==> src/rtl/shot_judge.sv <==
// shot_judge: resolves Battleship shots on an 8x8 grid against a fixed ship map.
// Turns a debounced fire button into one-cycle HIT / FAIL / REPEAT strobes.
// Tracks which cells have already been shot, counts hits and valid shots, and
// enters OVER once every ship cell has been hit. new_game restarts from IDLE
// with a clean history.
module shot_judge #(
    parameter logic [63:0] SHIP_MAP   = 64'h000E_8080_8C80_001F,
    parameter int unsigned SHIP_CELLS = 14
) (
    input  logic       clk,
    input  logic       rst_n,
    input  logic       fire,
    input  logic [2:0] x,
    input  logic [2:0] y,
    input  logic       new_game,
    output logic       HIT,
    output logic       FAIL,
    output logic       REPEAT,
    output logic       busy,
    output logic [6:0] hit_count,
    output logic [6:0] shot_count,
    output logic       game_over
);

    localparam logic [1:0] ST_IDLE   = 2'd0;
    localparam logic [1:0] ST_LOOKUP = 2'd1;
    localparam logic [1:0] ST_RESULT = 2'd2;
    localparam logic [1:0] ST_OVER   = 2'd3;

    localparam logic [6:0] SHIP_CELLS_C = 7'(SHIP_CELLS);

    // Reads one cell of a 64-cell grid bitmap (index = y*8 + x).
    function automatic logic cell_bit(input logic [63:0] map, input logic [5:0] idx);
        return map[idx];
    endfunction

    // Returns the grid bitmap with one extra cell marked.
    function automatic logic [63:0] mark_cell(input logic [63:0] map, input logic [5:0] idx);
        return map | (64'd1 << idx);
    endfunction

    // Registered state
    logic [1:0]  state_r;
    logic        fire_q_r;
    logic [5:0]  idx_r;
    logic        ship_bit_r;
    logic        shot_bit_r;
    logic [63:0] history_r;
    logic [6:0]  hit_count_r;
    logic [6:0]  shot_count_r;
    logic        hit_r;
    logic        fail_r;
    logic        repeat_r;
    logic        busy_r;
    logic        game_over_r;

    // Next-state values
    logic [1:0]  state_nxt_s;
    logic [5:0]  idx_nxt_s;
    logic        ship_bit_nxt_s;
    logic        shot_bit_nxt_s;
    logic [63:0] history_nxt_s;
    logic [6:0]  hit_count_nxt_s;
    logic [6:0]  shot_count_nxt_s;
    logic        hit_nxt_s;
    logic        fail_nxt_s;
    logic        repeat_nxt_s;
    logic        fire_rise_s;

    // fire_q starts high after reset so a button held through reset is not a shot.
    assign fire_rise_s = fire & ~fire_q_r;

    // Shot-resolution FSM next-state and datapath; new_game overrides everything.
    always_comb begin
        state_nxt_s      = state_r;
        idx_nxt_s        = idx_r;
        ship_bit_nxt_s   = ship_bit_r;
        shot_bit_nxt_s   = shot_bit_r;
        history_nxt_s    = history_r;
        hit_count_nxt_s  = hit_count_r;
        shot_count_nxt_s = shot_count_r;
        hit_nxt_s        = 1'b0;
        fail_nxt_s       = 1'b0;
        repeat_nxt_s     = 1'b0;

        if (new_game) begin
            // Any latched shot and any coincident fire edge are dropped.
            state_nxt_s      = ST_IDLE;
            idx_nxt_s        = 6'd0;
            ship_bit_nxt_s   = 1'b0;
            shot_bit_nxt_s   = 1'b0;
            history_nxt_s    = 64'd0;
            hit_count_nxt_s  = 7'd0;
            shot_count_nxt_s = 7'd0;
        end else begin
            case (state_r)
                ST_IDLE: begin
                    if (fire_rise_s) begin
                        idx_nxt_s   = {y, x};
                        state_nxt_s = ST_LOOKUP;
                    end else begin
                        state_nxt_s = ST_IDLE;
                    end
                end
                ST_LOOKUP: begin
                    // fire edges here are discarded, not queued.
                    ship_bit_nxt_s = cell_bit(SHIP_MAP, idx_r);
                    shot_bit_nxt_s = cell_bit(history_r, idx_r);
                    state_nxt_s    = ST_RESULT;
                end
                ST_RESULT: begin
                    if (shot_bit_r) begin
                        // Repeat shot: strobe only, no state change.
                        repeat_nxt_s = 1'b1;
                        state_nxt_s  = ST_IDLE;
                    end else begin
                        history_nxt_s    = mark_cell(history_r, idx_r);
                        shot_count_nxt_s = shot_count_r + 7'd1;
                        if (ship_bit_r) begin
                            hit_nxt_s       = 1'b1;
                            hit_count_nxt_s = hit_count_r + 7'd1;
                            if (hit_count_nxt_s == SHIP_CELLS_C) begin
                                state_nxt_s = ST_OVER;
                            end else begin
                                state_nxt_s = ST_IDLE;
                            end
                        end else begin
                            fail_nxt_s  = 1'b1;
                            state_nxt_s = ST_IDLE;
                        end
                    end
                end
                ST_OVER: begin
                    // Game finished: fire is ignored until new_game.
                    state_nxt_s = ST_OVER;
                end
                default: begin
                    state_nxt_s = ST_IDLE;
                end
            endcase
        end
    end

    // State, history, counters and registered outputs.
    always_ff @(posedge clk or negedge rst_n) begin
        if (!rst_n) begin
            state_r      <= ST_IDLE;
            fire_q_r     <= 1'b1;
            idx_r        <= 6'd0;
            ship_bit_r   <= 1'b0;
            shot_bit_r   <= 1'b0;
            history_r    <= 64'd0;
            hit_count_r  <= 7'd0;
            shot_count_r <= 7'd0;
            hit_r        <= 1'b0;
            fail_r       <= 1'b0;
            repeat_r     <= 1'b0;
            busy_r       <= 1'b0;
            game_over_r  <= 1'b0;
        end else begin
            state_r      <= state_nxt_s;
            fire_q_r     <= fire;
            idx_r        <= idx_nxt_s;
            ship_bit_r   <= ship_bit_nxt_s;
            shot_bit_r   <= shot_bit_nxt_s;
            history_r    <= history_nxt_s;
            hit_count_r  <= hit_count_nxt_s;
            shot_count_r <= shot_count_nxt_s;
            hit_r        <= hit_nxt_s;
            fail_r       <= fail_nxt_s;
            repeat_r     <= repeat_nxt_s;
            busy_r       <= (state_nxt_s != ST_IDLE);
            game_over_r  <= (state_nxt_s == ST_OVER);
        end
    end

    assign HIT        = hit_r;
    assign FAIL       = fail_r;
    assign REPEAT     = repeat_r;
    assign busy       = busy_r;
    assign hit_count  = hit_count_r;
    assign shot_count = shot_count_r;
    assign game_over  = game_over_r;

endmodule

==> config.mk <==
export PLATFORM = sky130hd
export DESIGN_NAME = shot_judge
export DESIGN_NICKNAME = d
export VERILOG_FILES = /design/src/rtl/shot_judge.sv
export SDC_FILE = /design/constraint.sdc
export NUM_CORES = 1
export LEC_CHECK = 0
export BUFFER_PORTS_ARGS = -buffer_cell sky130_fd_sc_hd__buf_2
export CAP_MARGIN = 20
export CORE_MARGIN = 10
export CORE_UTILIZATION = 50
export DETAILED_ROUTE_END_ITERATION = 10
export PLACE_DENSITY = 0.68
export REMOVE_ABC_BUFFERS = 1
export SYNTH_ARGS = -nofsm -noshare
export SYNTH_HDL_FRONTEND = slang
export SYNTH_SLANG_ARGS = --single-unit
==> constraint.sdc <==
create_clock -name clk -period 2.17 [get_ports clk]
set_input_delay 0.217 -clock clk [delete_from_list [all_inputs] [get_ports clk]]
set_output_delay 0.217 -clock clk [all_outputs]
set_load 0.02 [all_outputs]
==> results of run 1 <==
cells by family (layout without fill, tap and decap cells):
family	count (synthesis)	count (layout)	synth area share [%]
AOI/OAI and AO/OA	93	93	11.93
xor gates and xnor gates	9	9	1.782
adders and majority gates	3	3	0.8485
buffers and inverters	34	68	4.016
DFF	94	94	53.20
muxes	28	28	10.61
and+or+nand+nor	153	153	17.62
power groups by stage:
stage	clock network [mW]	logic, mW	registers (mW)
2_1_floorplan	0	0.103	1.84
3_3_place_gp	0	0.259	1.83
3_5_place_dp	0	0.262	1.84
4_1_cts	1.43	0.266	1.80
5_1_grt	1.50	0.292	1.81
6_report	1.41	0.263	1.80
timing repair:
action	in CTS	in global routing
hold buffers	2	0
resized for setup	0	1
hold endpoints to repair	29	0
setup endpoints to repair	0	1
final timing paths:
kind                          startpoint            end  slack [ns]  depth (start not counted)
min in group asynchronous          rst_n   hit_count[0]        0.32                          2
min reg2reg                history_r[44]  history_r[44]        0.50                          2
max in group asynchronous          rst_n       idx_r[0]        1.16                          3
min                                 y[0]       idx_r[3]        0.09                          3
max                             idx_r[0]     shot_bit_r        0.30                          6
max reg2reg                     idx_r[0]     shot_bit_r        0.30                          6
routing by layer:
layer	GRT usage (%)	routed length, um	up-vias
met5	0	0	-
met4	5.597	134	0
met3	5.136	692	13
met2	23.58	4632	94
met1	21.30	4421	1664
li1	-	-	1523
synth_stat cells (all sizes together):
cell type  number
nor3            5
mux2            1
buf            14
a41oi           1
a31oi          28
dfrtp          93
a21boi          1
and3b           1
nand4           4
nor4            1
nand2b          3
and4            1
o211a           1
or4b            1
nand3           4
and2            3
nor3b           5
a22o            1
nor4bb          2
or3             4
inv             1
a22oi           1
nand2          10
mux4           15
nor4b           1
dfstp           1
o21bai          1
a21oi          46
nand4b          2
nand3b          4
o21ai          10
xnor2           3
nor2b           7
ha              3
xor2            6
clkbuf         19
mux2i          12
a211oi          3
nor2           94
and4b           1
critical path, delay by kind of cell, from the launching register on:
| family | cells | cell delay, ns |
|---|---|---|
| buf+inv | 1 | 0.21 |
| simple gates | 1 | 0.31 |
| compound gates | 4 | 0.75 |
| flops | 1 | 0.52 |
sequential cells by signal (all words and copies together), names as in the netlist:
| signal | count |
|---|---|
| history_r | 64 |
| hit_count | 7 |
| shot_count | 7 |
| idx_r | 6 |
| state_r | 2 |
| FAIL | 1 |
| HIT | 1 |
| REPEAT | 1 |
| busy | 1 |
| fire_q_r | 1 |
| game_over | 1 |
| ship_bit_r | 1 |
| shot_bit_r | 1 |
cell type report:
class	instances	area share, %
Sequential cell	94	47.17
Multi-Input combinational cell	286	37.92
Timing Repair Buffer	51	7.168
Clock buffer	11	2.832
Tap cell	108	2.707
Clock inverter	5	2.130
Inverter	1	0.07519
==> results.py, run 1 <==
metrics = {
    "status": {
        "outcome": "completed",
    },
    "power_and_ir_drop": {
        "p_seq_share_pct": 51.9,
        "pwr-share-comb_pct": 7.6,
        "intPower_mw": 2.665,
        "ir_worst_vdd_uv": 450.3,
        "clkPwrFrac_pct": 40.5,
        "p_sw_uw": 806.5,
        "swShare_pct": 23.23,
        "p_leak_nw": 2.264,
        "p_per_area_nw_per_um2": 695.3,
        "power_mw": 3.471,
    },
    "setup_path": {
        "cp_max_fo": 12,
        "critPathArrivalTime_ns": 2.15,
        "cp_data_required_time_ns": 2.45,
        "endpoint_kind": "flip-flop",
        "critPathMaxStageDelay_ns": 0.52,
        "critPathSlowestCell": "dfrtp_2",
        "path_cells": "buf_4 -> or3_1 -> o211a_1 -> a41oi_1 -> o21ai_0 -> a211oi_1",
        "start_kind": "flip-flop",
        "path_class": "flip-flop to flip-flop",
    },
    "yosys": {
        "netlist.area_leader.share_pct": 52.60,
        "avgSynthCellArea_um2": 10.69,
        "syn_inst": 414,
        "netlist_area_um2": 4424,
        "synth_top_area_cell": "dfrtp_1",
        "yosys-top-cells-area": "dfrtp_1, nor2_1, mux4_2",
        "synth_seq_cells": 94,
        "synth.distinct_cells": 47,
        "yosysSeqAreaShare_pct": 53.20,
        "yosysWarnings": 0,
    },
    "finish": {
        "final_cell_mix": "dfrtp_1, nor2_1, a21oi_1, a31oi_1, buf_2",
        "register_area_um2": 2355,
        "final_util_pct": 57.53,
        "n_antenna_cell": 0,
        "layout-drive-gt1-share_pct": 19.87,
        "fill_cells": 763,
        "fin_area_um2": 4992,
        "fin_cells": 556,
        "multiInputGateArea_um2": 1893,
        "area_delta_synth_final_pct": 12.84,
        "fin_nets": 456,
    },
    "cts": {
        "cts_tree": "built",
        "cts.sinks": 94,
        "cts_max_level": 3,
        "cts_buffers": 9,
        "cts_buffer_depth": 2,
        "clkLatencyLatePin_ns": 0.37,
        "cts-root-buf": "clkbuf_8",
        "clk_pin_slew_ns": 0.09,
        "cts_setup_buffers": 0,
    },
    "sta": {
        "layout_setup_ws_ns": 0.3038,
        "fin_crit_sh_pct": 86.00,
        "setup_tns_ns": 0,
        "whs_ns": 0.08910,
        "max_freq_mhz": 535.8,
        "worstMarginPinSlew_ns": 0.5298,
        "finClkSkew_ns": 0.008626,
        "setup_viol": 0,
        "max-slew-margin-rel_pct": 64.41,
        "slew_viol_final": 0,
        "rsz0062_at_grt": "no",
        "hold_violations": 0,
        "period_minus_slack_ns": 1.866,
    },
    "global_routing": {
        "overflow": 0,
        "grt_pass1_wl_um": 16670,
        "globalRouteTotalUtil_pct": 15.86,
        "grt_max_degree": 79,
        "antenna_found_initial": 0,
        "grt_pass1_vias": 3237,
    },
    "routing": {
        "detail_route.iter0.violations": 296,
        "drtAntennaViolNets": 0,
        "wirelength_um": 9881,
        "drt-wirelength-per-cell_um": 17.77,
        "drt-pass1-iter-count": 5,
        "route.vias.total": 3294,
        "drc": 0,
        "drt-vias-per-instance": 5.924,
    },
    "floorplanning": {
        "dieArea_um2": 13010,
        "initial_core_util_pct": 50.98,
        "die_y_um": 114.1,
        "core-area_um2": 8678,
        "die_w_um": 114.1,
        "ios": 29,
        "rows": 34,
    },
    "placed_design": {
        "place_ws_ns": 0.2124,
        "placed_cells": 538,
        "place.gp.congestion": 0.9154,
        "post-dp-hpwl_um": 6547,
        "io_buffer_count": 28,
        "dpl-instance-area_um2": 4723,
    },
    "flow_run": {
        "max_cap_viol_count": 0,
    },
    "hold_path": {
        "hold_class": "input port to flip-flop",
    },
}
No activity file was read; power rests on OpenSTA's default activity.
==> inputs of run 2 (changes only) <==
--- a/config.mk
+++ b/config.mk
@@ -10,5 +10,5 @@
 export CORE_MARGIN = 10
-export CORE_UTILIZATION = 50
+export CORE_UTILIZATION = 42
+export CTS_CLUSTER_DIAMETER = 30
 export DETAILED_ROUTE_END_ITERATION = 10
-export PLACE_DENSITY = 0.68
 export REMOVE_ABC_BUFFERS = 1
--- a/constraint.sdc
+++ b/constraint.sdc
@@ -3,2 +3,2 @@
 set_output_delay 0.217 -clock clk [all_outputs]
-set_load 0.02 [all_outputs]
+set_load 0.1 [all_outputs]
==> run 2 against run 1 <==
Combinational power is 6% higher. First-iteration DRC count decreased by 28%. Power shrank 2.1%. Clock power fell by 6%. Critical path type unchanged. Critical endpoint unchanged. Highest routed layer unchanged.
==> results.py, run 2 (synthesized netlist as in run 1, its figures left out) <==
metrics = {
    "sta": {
        "rsz0062_at_grt": "no",
        "max_freq_mhz": 545.5,
        "hold_violations": 0,
        "slew_viol_final": 0,
        "finClkSkew_ns": 0.007378,
        "max-slew-margin-rel_pct": 49.71,
        "setup_tns_ns": 0,
        "period_minus_slack_ns": 1.833,
        "setup_viol": 0,
        "worstMarginPinSlew_ns": 0.7543,
        "fin_crit_sh_pct": 84.48,
    },
    "global_routing": {
        "grt_pass1_vias": 3277,
        "grt_max_degree": 72,
        "antenna_found_initial": 0,
        "globalRouteTotalUtil_pct": 14.17,
        "overflow": 0,
        "grt_pass1_wl_um": 17040,
    },
    "routing": {
        "drt-vias-per-instance": 5.569,
        "drtAntennaViolNets": 0,
        "drc": 0,
        "drt-pass1-iter-count": 4,
        "detail_route.iter0.violations": 213,
        "route.vias.total": 3241,
        "wirelength_um": 9985,
        "drt-wirelength-per-cell_um": 17.16,
    },
    "power_and_ir_drop": {
        "ir_worst_vdd_uv": 347.2,
        "power_mw": 3.397,
        "p_per_area_nw_per_um2": 679.8,
        "p_leak_nw": 2.252,
    },
    "finish": {
        "fill_cells": 954,
        "layout-drive-gt1-share_pct": 19.28,
        "max_flop_register": "history_r",
        "multiInputGateArea_um2": 1893,
        "fin_nets": 454,
        "area_delta_synth_final_pct": 12.95,
        "layout_commonest_cell": "dfrtp_1",
        "fin_area_um2": 4997,
        "largest_reg_flops": 64,
        "register_area_um2": 2354,
        "final_cell_mix": "dfrtp_1, nor2_1, a21oi_1, a31oi_1, buf_2",
        "n_antenna_cell": 0,
    },
    "floorplanning": {
        "dieArea_um2": 15040,
        "ios": 29,
        "rows": 37,
        "initial_core_util_pct": 43.05,
        "core-area_um2": 10280,
        "die_y_um": 122.6,
        "die_w_um": 122.6,
    },
    "placed_design": {
        "post-dp-hpwl_um": 6777,
        "place.gp.congestion": 0.8223,
        "io_buffer_count": 28,
        "dpl-instance-area_um2": 4743,
    },
    "cts": {
        "cts_buffer_depth": 2,
        "cts_tree": "built",
        "cts_buffers": 9,
        "clkLatencyLatePin_ns": 0.36,
        "cts.sinks": 94,
        "cts_max_level": 3,
        "cts-root-buf": "clkbuf_8",
        "cts_setup_buffers": 0,
        "clk_pin_slew_ns": 0.09,
    },
    "flow_run": {
        "max_cap_viol_count": 0,
    },
    "setup_path": {
        "cp.buffers_inverters": 1,
        "path_delay_family": "compound AO/OA/AOI/OAI gates",
        "cp_max_fo": 22,
        "critPathSlowestCell": "dfrtp_1",
        "path_cells": "buf_12 -> or3_1 -> o211a_1 -> a41oi_1 -> o21ai_0 -> a211oi_1",
        "critPathArrivalTime_ns": 2.10,
        "cp_data_required_time_ns": 2.44,
        "critPathMaxStageDelay_ns": 0.51,
        "path_class": "flip-flop to flip-flop",
        "endpoint_kind": "flip-flop",
        "rrSetupSlack_ns": 0.34,
        "start_kind": "flip-flop",
    },
    "status": {
        "outcome": "completed",
    },
    "hold_path": {
        "hold_class": "input port to flip-flop",
    },
}
-- run 2: cell types whose count changed in the layout (fill, tap and decap cells not counted), sizes merged --
cell	delta
buf	-2
clkbuf	+2
bufinv	-1
clkinvlp	-1
-- run 2: path summary, 6_finish.rpt --
check                                to  cells past startpoint  startpoint
setup / recovery             shot_bit_r                      6    idx_r[0]
hold / removal                 idx_r[1]                      3        x[1]
setup reg to reg             shot_bit_r                      6    idx_r[0]
hold reg to reg                    FAIL                      1  ship_bit_r
max in group asynchronous      fire_q_r                      3       rst_n
min in group asynchronous  hit_count[3]                      2       rst_n
-- run 2: cell type report --
class / count / share of cell area [%]
Sequential cell: 94 / 47.10
Clock buffer: 13 / 3.380
Timing Repair Buffer: 49 / 6.860
Tap cell: 136 / 3.405
Clock inverter: 3 / 1.302
Inverter: 1 / 0.07511
Multi-Input combinational cell: 286 / 37.88
-- run 2: per-stage QoR --
stage | hold WS (ns) | setup slack, ns | std cells | util [%]
after floorplan | -0.07859 | 0.08663 | 381 | -
final | 0.08829 | 0.3367 | 582 | 48.62
after global placement | 0.1482 | 0.3616 | 564 | 46.15
after detailed placement | 0.1545 | 0.3356 | 564 | 46.15
after global routing | 0.09435 | 0.09718 | 582 | 48.62
after CTS | 0.07975 | 0.3189 | 582 | 48.62
-- run 2: worst min-delay path, delay by kind of cell --
kind                   cells  cell delay [ns]
buffers and inverters      1             0.07
multiplexers               1             0.05
AND/OR/NAND/NOR            1             0.07
-- run 2: repair_timing --
action | in CTS | in global routing
hold buffers | 2 | 0
endpoints found under the hold margin | 25 | 0
resized for setup | 0 | 0
-- run 2: power breakdown --
group | switching, mW | leakage (nW) | total, mW | internal (mW)
registers | 0.0281 | 1.30 | 1.80 | 1.77
logic | 0.185 | 0.828 | 0.278 | 0.0929
clock network | 0.579 | 0.120 | 1.32 | 0.742
total | 0.793 | 2.25 | 3.40 | 2.60
-- run 2: metal layers --
layer	share of wire, %	global-route usage, %	up-vias
met2	48	22.14	82
met4	1.4	5.081	0
met1	45	19.02	1630
met5	0	0	-
li1	-	-	1518
met3	5.8	3.168	11
